$ cat config.mk
export PLATFORM = sky130hd
export DESIGN_NAME = gate_enable_sequencer
export DESIGN_NICKNAME = d
export VERILOG_FILES = /design/src/rtl/gate_enable_sequencer.sv
export SDC_FILE = /design/constraint.sdc
export NUM_CORES = 1
export LEC_CHECK = 0
export ABC_CLOCK_PERIOD_IN_PS = 3500
export BUFFER_PORTS_ARGS = -buffer_cell sky130_fd_sc_hd__buf_2
export CAP_MARGIN = 20
export CORE_MARGIN = 2
export CORE_UTILIZATION = 30
export DETAILED_ROUTE_END_ITERATION = 6
export GPL_TIMING_DRIVEN = 0
export PLACE_DENSITY_LB_ADDON = 0.15
export SYNTH_ARGS = -nofsm -noshare
export SYNTH_HDL_FRONTEND = slang
export SYNTH_SLANG_ARGS = --single-unit
$ cat constraint.sdc
create_clock -name CLK -period 3.5 [get_ports CLK]
set_input_delay 0.525 -clock CLK [delete_from_list [all_inputs] [get_ports CLK]]
set_output_delay 0.525 -clock CLK [all_outputs]
set_load 0.1 [all_outputs]
$ cat src/rtl/gate_enable_sequencer.sv
// Enable sequencer for an and2 gating cell: 4-phase REQ/ACK handshake
// with turn-on delay, minimum on-time and turn-off settle delay.
module gate_enable_sequencer #(
  parameter int CNT_W   = 4,
  parameter int ON_DLY  = 2,
  parameter int MIN_ON  = 3,
  parameter int OFF_DLY = 2
) (
`ifdef USE_POWER_PINS
  inout  wire        VDD,
  inout  wire        VSS,
`endif
  input  logic       CLK,
  input  logic       RST,
  input  logic       REQ,
  input  logic       KILL,
  output logic       EN,
  output logic       ACK,
  output logic       BUSY,
  output logic [7:0] ON_CNT
);

  if (ON_DLY  >= (1 << CNT_W) ||
      MIN_ON  >= (1 << CNT_W) ||
      OFF_DLY >= (1 << CNT_W)) begin : g_bad_param
    $error("delay parameter does not fit in CNT_W bits");
  end

  typedef enum logic [1:0] {
    S_IDLE,
    S_RAMP_UP,
    S_ACTIVE,
    S_RAMP_DN
  } state_t;

  localparam logic [CNT_W-1:0] L_ON  = CNT_W'(ON_DLY);
  localparam logic [CNT_W-1:0] L_MIN = CNT_W'(MIN_ON);
  localparam logic [CNT_W-1:0] L_OFF = CNT_W'(OFF_DLY);
  localparam logic [CNT_W-1:0] L_ONE = CNT_W'(1);

  state_t           r_state;
  logic [CNT_W-1:0] r_cnt;
  logic             r_en;
  logic             r_ack;
  logic             r_busy;
  logic [7:0]       r_on_cnt;
  logic             w_cnt_le1;

  assign w_cnt_le1 = (r_cnt <= L_ONE);

  // r_cnt is the ramp delay in RAMP_UP/RAMP_DN and the remaining
  // minimum on-time in ACTIVE.
  always_ff @(posedge CLK) begin
    if (RST) begin
      r_state  <= S_IDLE;
      r_cnt    <= '0;
      r_en     <= 1'b0;
      r_ack    <= 1'b0;
      r_busy   <= 1'b0;
      r_on_cnt <= 8'd0;
    end else if (KILL) begin
      r_state <= S_IDLE;
      r_cnt   <= '0;
      r_en    <= 1'b0;
      r_ack   <= 1'b0;
      r_busy  <= 1'b0;
    end else begin
      case (r_state)
        S_IDLE: begin
          if (REQ) begin
            r_busy <= 1'b1;
            if (ON_DLY == 0) begin
              r_state  <= S_ACTIVE;
              r_cnt    <= L_MIN;
              r_en     <= 1'b1;
              r_ack    <= 1'b1;
              r_on_cnt <= r_on_cnt + 8'd1;
            end else begin
              r_state <= S_RAMP_UP;
              r_cnt   <= L_ON;
            end
          end
        end
        S_RAMP_UP: begin
          if (!REQ) begin
            r_state <= S_IDLE;
            r_cnt   <= '0;
            r_busy  <= 1'b0;
          end else if (w_cnt_le1) begin
            r_state  <= S_ACTIVE;
            r_cnt    <= L_MIN;
            r_en     <= 1'b1;
            r_ack    <= 1'b1;
            r_on_cnt <= r_on_cnt + 8'd1;
          end else begin
            r_cnt <= r_cnt - L_ONE;
          end
        end
        S_ACTIVE: begin
          if (!REQ && w_cnt_le1) begin
            r_en <= 1'b0;
            if (OFF_DLY == 0) begin
              r_state <= S_IDLE;
              r_cnt   <= '0;
              r_ack   <= 1'b0;
              r_busy  <= 1'b0;
            end else begin
              r_state <= S_RAMP_DN;
              r_cnt   <= L_OFF;
            end
          end else if (r_cnt != '0) begin
            r_cnt <= r_cnt - L_ONE;
          end
        end
        S_RAMP_DN: begin
          if (w_cnt_le1) begin
            r_state <= S_IDLE;
            r_cnt   <= '0;
            r_ack   <= 1'b0;
            r_busy  <= 1'b0;
          end else begin
            r_cnt <= r_cnt - L_ONE;
          end
        end
        default: begin
          r_state <= S_IDLE;
          r_cnt   <= '0;
          r_en    <= 1'b0;
          r_ack   <= 1'b0;
          r_busy  <= 1'b0;
        end
      endcase
    end
  end

  assign EN     = r_en;
  assign ACK    = r_ack;
  assign BUSY   = r_busy;
  assign ON_CNT = r_on_cnt;

endmodule

# Word level (Yosys, flattened, before mapping)
# Cells that the tools add are included.
# totals
register_bits,17
inputBits,4
wordCells,57
# op_classes
addsub,2
n_lt_le_gt_ge,1
n_eq_ne,11
n_mux,22
n_bitwise,1
reduce_logical,14
# op_table
cell,count
4-bit two-way mux,6
4-bit AND reduction,5
4-bit case mux with 4 select lines,1
2-bit inequality test (second input constant),6
2-bit two-way mux,5
8-bit by 1-bit adder with 8-bit output (second input constant),1
2-bit case mux with 4 select lines,1
1-bit two-way mux,6
3-bit inequality test (second input constant),2
2-bit equality test (second input constant),2
4-bit by 1-bit less-or-equal comparator with 1-bit output (second input constant),1
1-bit case mux with 2 select lines,2
2-bit nonzero test,2
4-bit nonzero test,1
4-bit by 1-bit subtractor with 4-bit output (second input constant),1
1-bit case mux with 3 select lines,1
3-bit nonzero test,1
2-bit by 1-bit equality test with 1-bit output (second input constant),1
2-bit logical NOT,1
2-bit AND reduction,1
2-bit OR reduction,1
1-bit logical AND,1
1-bit logical NOT,1
1-bit NOT,1

# Depth between registers and ports, before layout
# Gate-level depths: netlist (run 1).
# logic_depth
ltp_word,4
mapped_depth,7

# Worst setup path before layout (run 1)
# Ideal clock, no wire load.
# synth_path
path_kind,flip-flop to flip-flop
startpoint,register r_on_cnt[0] (netlist: ON_CNT[0])
endpoint,register r_on_cnt[5] (netlist: ON_CNT[5])
setup_ns,0.059
arrival_time_ns,1.955
path_slack_ns,1.486
stages_incl_launch_ff,5
path_buffers,0
synth_period_minus_slack_ns,2.014
path_cell_list,dfxtp_1 and3_1 nand4_4 or4_1 nand2_1
# synth_via
elab_chain_cells,1
# synth_rtl
element,line,rtl
"start, declared",46,logic [7:0] r_on_cnt;
"start signal, assigned",77,r_on_cnt <= r_on_cnt + 8'd1;
"start signal, assigned",94,r_on_cnt <= r_on_cnt + 8'd1;
8-bit by 1-bit adder with 8-bit output,94,
# No other way between the ends.
# A chain may end at the register's enable or synchronous reset.

# Worst setup path after layout (run 1)
# layout_path
startpoint,register r_cnt[0]
endpoint,register r_cnt[0]
# layout_via
elab_chain_cells,4
elab_cells_between_ends,12
# layout_rtl
element,line,rtl
"start, declared",42,logic [CNT_W-1:0] r_cnt;
"start signal, assigned",96,r_cnt <= r_cnt - L_ONE;
"start signal, assigned",112,r_cnt <= r_cnt - L_ONE;
"start signal, assigned",122,r_cnt <= r_cnt - L_ONE;
4-bit by 1-bit subtractor with 4-bit output / 4-bit by 1-bit less-or-equal comparator with 1-bit output (equally long branches),-,
4-bit two-way mux (tied with other cells),111,end else if (r_cnt != '0) begin
4-bit two-way mux (tied with other cells),100,if (!REQ && w_cnt_le1) begin
4-bit case mux with 4 select lines / 2-bit AND reduction (equally long branches),-,
# Parallel ways exist; a longest one is shown, timed or not. The select of a mux whose other input is x is not followed.

==> flow_summary.yaml, run 1 <==
final_layout:
  drive_gt1_share_pct: 23.74
  layout.nets: 148
  antenna_cells: 0
  fin_area_um2: 1197
  area_growth_pct: 14.75
drt:
  viasPerCell: 5.038
  wl_per_cell_um: 13.12
  drcViolationCount: 0
  first_pass_iters: 4
  drtIter0Drc: 37
  drtAntennaViolNets: 0
  vias: 932
  routed_wl_um: 2428
status:
  status: "finished, final reports clean"
die:
  dieArea_um2: 3966
  fp.dieH_um: 62.98
  io_pins: 15
  die-width_um: 62.98
  rows: 21
  initial_core_util_pct: 31.27
  core_area_um2: 3337
global_routing:
  grt_overflow_total: 0
  grt_first_pass_wirelength_um: 4271
  globalRouteMet1Util_pct: 17.14
  use_met3_pct: 4.144
  globalRoute.busiestLayer: "met2"
  grt_pass1_vias: 935
  grt_max_degree: 11
  grt.total_usage_pct: 13.55
  antenna_found_initial: 0
  grt_use_met2_pct: 21.68
yosys:
  yosysSeqAreaShare_pct: 32.61
  synth_top_area_share_pct: 32.61
  syn_avg_cell_area_um2: 8.624
  postSynth.asyncResetShare_pct: 0
  synth_top_cell_by_area: "dfxtp_1"
  synth_nets: 129
  mappedNetlistArea_um2: 1044
  netlist_top_cells_count: "dfxtp_1 (17), a21oi_1 (10), nor2_1 (10)"
  syn_inst: 121
  synth.most_common_cell: "dfxtp_1"
  ys_seq_elements: 17
  synth_edf_count: 0
  ys.flop_type: "dfxtp_1"
  ys_top_cells_by_area: "dfxtp_1 (33%), a21oi_1 (4.8%), ha_1 (4.8%), nor2_1 (3.6%), nor2b_1 (3.6%)"
  synthDistinctLibCells: 50
  yosys_warnings: 0
cts:
  cts-resized-gates: 0
  postCtsSetupRepairBufs: 0
  worstSkewPairLatency_ns: 0.29
  cts_tree: "built"
  clk_pin_slew_ns: 0.11
  postCtsHoldBufs: 0
  numCtsBuffers: 3
  cts_sinks: 17
  cts_buffer_depth: 2
  cts-root-buf: "clkbuf_4"
  htreeDepth: 1
setup_path:
  critical_path_class: "reg -> reg"
  crit_chain: "inv_1 > ha_1 > or2_0 > buf_2 > a31oi_1 > o21ai_1 > a2111oi_1"
  critPathTopFamily: "compound AO/OA/AOI/OAI gates"
  reg2reg_slack_ns: 1.57
  cp_slowest_stage_delay_ns: 0.40
  crit_fanout: 6
  end_kind: "flip-flop"
  cp.required_ns: 3.68
  critPathBufInv: 2
  cp_slowest_cell: "dfxtp_1"
  critPathArrivalTime_ns: 2.11
  cp-start-kind: "flip-flop"
sta:
  slew_viol_final: 0
  relSlewSlack_pct: 67.67
  fin_setup_tns_ns: 0
  min_period_ns: 1.934
  final.period_utilization_pct: 55.27
  final-setup-viol-count: 0
  rsz0062_at_grt: "false"
  clock_skew_ns: 0.008183
  worstMarginPinSlew_ns: 0.4883
  max_freq_ghz: 0.5170
  hold_violations: 0
placement:
  gp_congestion: 0.8101
  postPlaceCellArea_um2: 1171
  portBuffers: 14
  dp_hpwl_um: 1838
run:
  maxCapViolCount: 0
power:
  p_per_area_nw_per_um2: 302.1
  leakagePower_nw: 0.4717
  ir_worst_vdd_v: 0.0001642
min_path:
  min_path_type: "reg -> reg"
## sequential cells by signal (all words and copies together) (netlist names), named ones only
register	flops
r_state	1
ACK	1
r_cnt	4
ON_CNT	8
BUSY	1
EN	1
## routing by layer
metal,vias to the layer above,share of wire [%]
li1,476,-
met1,420,45
met2,31,48
met3,5,6.0
met4,0,1.4
met5,-,0
## worst reg2reg max path, delay by kind of cell, from the launching register on
kind | cells | cell delay (ns)
AOI/OAI and AO/OA | 3 | 0.68
DFF | 1 | 0.40
buffers and inverters | 2 | 0.27
adders and majority gates | 1 | 0.27
and+or+nand+nor | 1 | 0.21
## power by group
group          leakage [nW]  switching, mW  internal [mW]  total [mW]
sequential            0.138        0.00249          0.196       0.199
combinational         0.319         0.0374         0.0188      0.0562
clock                0.0150         0.0626         0.0442       0.107
total                 0.472          0.102          0.259       0.362
## cell type report
cell class	instances	area (um2)
Multi-Input combinational cell	94	653.1
Clock buffer	4	26.28
Timing Repair Buffer	14	70.07
Inverter	3	11.26
Sequential cell	17	340.3
Buffer	7	38.79
Tap cell	46	57.56
Fill cell	365	2140
## final timing paths
path | start | to | depth (start not counted)
max reg2reg | r_cnt[0] | r_cnt[0] | 7
min | EN | EN | 2
max | r_cnt[0] | r_cnt[0] | 7
min reg2reg | EN | EN | 2
## cell usage in the layout (no fill, tap or decap), types with 2 or more instances in the layout
cell type | Yosys | final
a211oi_1 | 2 | 2
a21oi_1 | 10 | 10
a31oi_1 | 3 | 3
and3_1 | 3 | 3
buf_2 | 4 | 18
clkbuf_1 | 1 | 2
clkbuf_4 | 0 | 3
dfxtp_1 | 17 | 17
ha_1 | 4 | 4
inv_1 | 3 | 3
nand2_1 | 6 | 6
nand3_1 | 4 | 4
nor2_1 | 10 | 10
nor2b_1 | 6 | 6
nor3_1 | 2 | 2
o21ai_0 | 3 | 3
o21ai_1 | 4 | 4
or3_1 | 3 | 3
or4_1 | 2 | 2
xor2_1 | 3 | 3
## kinds of logic (layout without fill, tap and decap cells)
| kind of cell | Yosys count | in the layout | share of synthesized area, % |
|---|---|---|---|
| simple gates | 52 | 52 | 32.98 |
| buf+inv | 10 | 28 | 4.795 |
| flops | 17 | 17 | 32.61 |
| compound gates | 34 | 34 | 21.34 |
| fa+ha+maj | 4 | 4 | 4.796 |
| xor+xnor | 3 | 3 | 2.518 |
| mux | 1 | 1 | 0.9593 |
## metrics by stage
| stage | hold slack, ns | power, mW | worst slack, ns | instances | util [%] |
|---|---|---|---|---|---|
| detailed placement | 0.4782 | 0.2594 | 1.612 | 181 | 35.10 |
| CTS | 0.4971 | 0.3679 | 1.549 | 185 | 35.88 |
| floorplan | 0.5934 | 0.2465 | 1.486 | 121 | - |
| global route | 0.5219 | 0.3871 | 1.399 | 185 | 35.88 |
| finish | 0.4905 | 0.3617 | 1.566 | 185 | 35.88 |
| global placement | 0.4749 | 0.2594 | 1.560 | 181 | 35.10 |
No activity file was read; power rests on OpenSTA's default activity.
==> run 2: changes to the inputs <==
--- a/config.mk
+++ b/config.mk
@@ -5,7 +5,7 @@
 export SDC_FILE = /design/constraint.sdc
 export NUM_CORES = 1
 export LEC_CHECK = 0
-export ABC_CLOCK_PERIOD_IN_PS = 3500
+export ABC_CLOCK_PERIOD_IN_PS = 1900
 export BUFFER_PORTS_ARGS = -buffer_cell sky130_fd_sc_hd__buf_2
 export CAP_MARGIN = 20
 export CORE_MARGIN = 2
==> constraint.sdc (replaced) <==
create_clock -name CLK -period 1.9 [get_ports CLK]
set_input_delay 0.285 -clock CLK [delete_from_list [all_inputs] [get_ports CLK]]
set_output_delay 0.285 -clock CLK [all_outputs]
set_load 0.1 [all_outputs]
==> run 2 against run 1 <==
Global-route usage is 0.47 points higher. Critical path depth stayed put. Total power is 88% higher. Clock power is 89% higher. Worst setup slack worse by 1.5 ns. Non-clock buffer count stayed put. First-iteration DRC count is 43% higher. Worst hold slack worse by 0.23 ns. Combinational power is 100% higher. Die area stayed put. Utilization is 1.6 points higher. Critical endpoint is now r_cnt[2]. Largest cell class unchanged. Largest power group unchanged. Highest routed layer unchanged.
==> flow_summary.yaml, run 2 (synthesis gave the netlist of run 1 again) <==
final_layout:
  drive_gt1_share_pct: 30.94
  fillCellCount: 360
  layout_common_cells: "buf_2 (17), dfxtp_1 (12), nor2_1 (10), a21oi_1 (10)"
  fin_area_um2: 1251
  area_growth_pct: 19.90
  stdcell_count: 185
  antenna_cells: 0
  largest_reg_flops: 8
  final_util_pct: 37.50
  final_common_cell: "buf_2"
  layout.nets: 148
die:
  rows: 21
  io_pins: 15
  dieArea_um2: 3966
  fp.dieH_um: 62.98
  initial_core_util_pct: 31.27
  core_area_um2: 3337
  die-width_um: 62.98
sta:
  max_freq_ghz: 0.5547
  final-setup-viol-count: 0
  layout_setup_ws_ns: 0.09733
  rsz0062_at_grt: "false"
  final.period_utilization_pct: 94.88
  hold_violations: 0
  min_period_ns: 1.803
  relSlewSlack_pct: 67.67
  slew_viol_final: 0
  clock_skew_ns: 0.01667
  worstMarginPinSlew_ns: 0.4884
drt:
  wl_per_cell_um: 13.77
  drtAntennaViolNets: 0
  routed_wl_um: 2548
  viasPerCell: 5.173
  first_pass_iters: 4
  vias: 957
  drcViolationCount: 0
  drtIter0Drc: 53
setup_path:
  reg2reg_from: "r_cnt[1]"
  critPathArrivalTime_ns: 2.03
  end_kind: "flip-flop"
  cp.required_ns: 2.13
  cp-start-kind: "flip-flop"
  reg2reg_slack_ns: 0.1
  crit_fanout: 6
  critical_path_class: "reg -> reg"
  rr_worst_depth: 7
  reg2reg_to: "r_cnt[2]"
power:
  power_frac_seq_pct: 53.8
  ir_worst_vdd_v: 0.0002675
  combPwrFrac_pct: 16.6
  p_int_mw: 0.4821
  clock_power_share_pct: 29.6
  switching_share_pct: 29.25
  p_per_area_nw_per_um2: 544.6
  leakagePower_nw: 0.4782
  p_switching_mw: 0.1993
cts:
  numCtsBuffers: 3
  cts_tree: "built"
  worstSkewPairLatency_ns: 0.30
  postCtsHoldBufs: 0
  cts_sinks: 17
  cts_buffer_depth: 2
  htreeDepth: 1
  clk_pin_slew_ns: 0.11
  cts-root-buf: "clkbuf_4"
placement:
  dp_hpwl_um: 1827
  dp_slack_ns: -0.03268
  post-place-cells: 181
  portBuffers: 14
  gp_congestion: 0.8177
  postPlaceCellArea_um2: 1175
run:
  maxCapViolCount: 0
global_routing:
  grt_overflow_total: 0
  grt_pass1_vias: 944
  grt_max_degree: 11
  antenna_found_initial: 0
  grt_first_pass_wirelength_um: 4457
  grt.total_usage_pct: 14.02
min_path:
  min_to: "ON_CNT[5]"
  min_path_type: "in -> reg"
  min_path_cells: 3
  hp-start: "RST"
status:
  status: "finished, final reports clean"
[run 2: cell types whose count changed in the layout (fill, tap and decap cells not counted), moves of 2 or more]
cell,previous run,this run
dfxtp_1,17,12
dfxtp_2,0,5
a31oi_1,3,1
a31oi_2,0,2
ha_1,4,2
[run 2: how the worst max path moves through the flow]
stage | start | end | slack [ns] | cells after the start
after detailed placement | r_cnt[0] | r_cnt[0] | -0.03 | 7
after floorplan | ON_CNT[3] | ON_CNT[7] | 0.03 | 4
after CTS | r_cnt[0] | r_cnt[2] | 0.01 | 7
after global routing | r_cnt[1] | r_cnt[2] | 0.009 | 7
after global placement | r_cnt[0] | r_cnt[0] | -0.04 | 7
final | r_cnt[1] | r_cnt[2] | 0.1 | 7
[run 2: timing repair]
item	CTS	global route
buffers inserted	0	0
endpoints found under the setup margin	1	8
resized for setup	2	9
[run 2: cell type report]
cell class,instances,area [um2],area share [%]
multi-input cells,94,698.2,55.80
flip-flops and latches,17,346.6,27.70
repair buffers,14,70.07,5.600
well taps,46,57.56,4.600
plain buffers,7,41.29,3.300
clock buffers,4,26.28,2.100
inverters,3,11.26,0.9000
[run 2: worst max-delay path, stage by stage (launching register included)]
cell      delay (ns)
dfxtp_2         0.37
inv_1           0.09
ha_2            0.20
or2_0           0.21
clkbuf_4        0.19
a211o_1         0.28
a31oi_2         0.24
a32o_1          0.15
[run 2: layer usage]
metal / track usage (%) / part of all wire [%] / up-vias
li1: - / - / 484
met2: 24.34 / 51 / 18
met5: 0 / 0 / -
met4: 3.333 / 0.82 / 0
met1: 17.31 / 44 / 453
met3: 3.423 / 4.2 / 2
[run 2: power by group through the flow]
stage	Combinational [mW]	Clock (mW)	Sequential, mW
after floorplan	0.0655	0	0.389
after global placement	0.104	0	0.374
after detailed placement	0.104	0	0.374
after CTS	0.106	0.210	0.366
after global routing	0.123	0.231	0.368
final	0.113	0.202	0.366
[run 2: metrics by stage]
stage                     power, mW  hold slack [ns]  TNS (ns)
after global placement       0.4779           0.4637  -0.03519
after global routing         0.7220           0.2938         0
final                        0.6814           0.2617         0
after CTS                    0.6824           0.2549         0
after floorplan              0.4542           0.4565         0
after detailed placement     0.4784           0.4682  -0.03268
==> run 3: changes to the inputs <==
--- a/config.mk
+++ b/config.mk
@@ -8,6 +8,7 @@
 export ABC_CLOCK_PERIOD_IN_PS = 1900
 export BUFFER_PORTS_ARGS = -buffer_cell sky130_fd_sc_hd__buf_2
 export CAP_MARGIN = 20
+export CORE_ASPECT_RATIO = 0.75
 export CORE_MARGIN = 2
 export CORE_UTILIZATION = 30
 export DETAILED_ROUTE_END_ITERATION = 6
==> run 3 against run 2 <==
Global-route usage is 0.83 points lower. Worst setup slack worse by 0.0038 ns. Utilization is 0.12 points lower. Maximum frequency is 0.21% lower. Non-clock buffer count stayed put. Sequential share of layout area is 0.11 points higher. Final cell count is 3.2% lower. First-iteration DRC count is 40% lower. Clock skew is 0.013 ns lower. Sequential power hardly changed. Critical endpoint unchanged. Largest cell class unchanged. Highest routed layer is now met3.
==> flow_summary.yaml, run 3 (synthesis gave the netlist of run 1 again) <==
setup_path:
  crit_chain: "inv_1 > ha_2 > or2_0 > buf_2 > a211o_1 > a31oi_2 > a32o_1"
  crit_fanout: 6
  critPathBufInv: 2
  cp_slowest_stage_delay_ns: 0.38
  critical_path_class: "reg -> reg"
  critPathTopFamily: "compound AO/OA/AOI/OAI gates"
  cp_slowest_cell: "dfxtp_1"
  critPathArrivalTime_ns: 2.00
  cp.required_ns: 2.10
  end_kind: "flip-flop"
  cp-start-kind: "flip-flop"
final_layout:
  final_common_cell: "buf_2"
  antenna_cells: 0
  layout_common_cells: "buf_2 (18), dfxtp_1 (14), nor2_1 (10), a21oi_1 (10)"
  largest_reg_flops: 8
  area_growth_pct: 18.59
  fin_area_um2: 1237
  drive_gt1_share_pct: 28.78
  layout.nets: 148
cts:
  cts-root-buf: "clkbuf_8"
  cts_tree: "built"
  cts_buffer_depth: 2
  htreeDepth: 1
  postCtsHoldBufs: 0
  postCtsSetupRepairBufs: 0
  worstSkewPairLatency_ns: 0.25
  clk_pin_slew_ns: 0.07
  cts_sinks: 17
  cts-resized-gates: 0
  numCtsBuffers: 3
drt:
  wl_per_cell_um: 13.41
  routed_wl_um: 2400
  viasPerCell: 5.223
  drtAntennaViolNets: 0
  drcViolationCount: 0
  vias: 935
  first_pass_iters: 4
  drtIter0Drc: 32
power:
  leakagePower_nw: 0.4818
  p_switching_mw: 0.2047
  p_per_area_nw_per_um2: 607.2
  ir_worst_vdd_v: 0.0003010
  p_int_mw: 0.5467
  combPwrFrac_pct: 14.3
  clock_power_share_pct: 37.0
  power_frac_seq_pct: 48.7
  switching_share_pct: 27.25
placement:
  dp_hpwl_um: 1768
  portBuffers: 14
  postPlaceCellArea_um2: 1167
  gp_congestion: 0.7817
global_routing:
  grt_pass1_vias: 818
  antenna_found_initial: 0
  grt_first_pass_wirelength_um: 3905
  grt_overflow_total: 0
  grt_max_degree: 11
  grt.total_usage_pct: 13.20
run:
  maxCapViolCount: 0
die:
  dieArea_um2: 3971
  die-width_um: 72.10
  io_pins: 15
  core_area_um2: 3311
  fp.dieH_um: 55.08
  rows: 18
  initial_core_util_pct: 31.52
sta:
  final.period_utilization_pct: 95.08
  hold_violations: 0
  slew_viol_final: 0
  clock_skew_ns: 0.003520
  min_period_ns: 1.806
  worstMarginPinSlew_ns: 0.4870
  fin_setup_tns_ns: 0
  final-setup-viol-count: 0
  relSlewSlack_pct: 67.76
  rsz0062_at_grt: "false"
  max_freq_ghz: 0.5536
status:
  status: "finished, final reports clean"
min_path:
  min_path_type: "in -> reg"
## run 3: cell type report
class | instances | area, um2
fillers | 353 | 2073
inverters | 3 | 11.26
multi-input cells | 94 | 678.2
repair buffers | 14 | 70.07
flip-flops and latches | 17 | 344.1
plain buffers | 7 | 38.79
clock buffers | 4 | 45.04
well taps | 40 | 50.05
## run 3: final timing paths
path                            startpoint         to  cells after the start  slack (ns)
worst max-delay path              r_cnt[0]   r_cnt[2]                      7        0.09
worst min-delay path                   RST  ON_CNT[5]                      3        0.31
worst max register to register    r_cnt[0]   r_cnt[2]                      7        0.09
worst min register to register   ON_CNT[1]  ON_CNT[1]                      2        0.48
## run 3: power by group through the flow
stage / Sequential [mW] / Clock, mW / Combinational [mW]
4_1_cts: 0.366 / 0.289 / 0.103
2_1_floorplan: 0.389 / 0 / 0.0655
3_5_place_dp: 0.374 / 0 / 0.103
6_report: 0.366 / 0.278 / 0.108
3_3_place_gp: 0.374 / 0 / 0.103
5_1_grt: 0.367 / 0.304 / 0.116
## run 3: layer usage
metal | GRT usage, % | part of all wire (%)
met5 | 0 | 0
met4 | 1.887 | 0
met3 | 4.529 | 3.7
met2 | 19.88 | 41
met1 | 18.59 | 55
## run 3: metrics by stage
step | setup slack (ns) | hold WS, ns | power [mW] | instances | utilization [%]
floorplan | 0.02903 | 0.4565 | 0.4542 | 121 | -
global placement | 0.02730 | 0.4648 | 0.4769 | 175 | 35.26
detailed placement | 0.03305 | 0.4678 | 0.4769 | 175 | 35.26
CTS | 0.005885 | 0.3010 | 0.7580 | 179 | 36.62
global route | 0.007210 | 0.3185 | 0.7876 | 179 | 37.38
finish | 0.09351 | 0.3060 | 0.7514 | 179 | 37.38
## run 3: tightest hold or removal path: stages
cell	delay [ns]
buf_2	0.09
or4_1	0.10
nand2_1	0.04
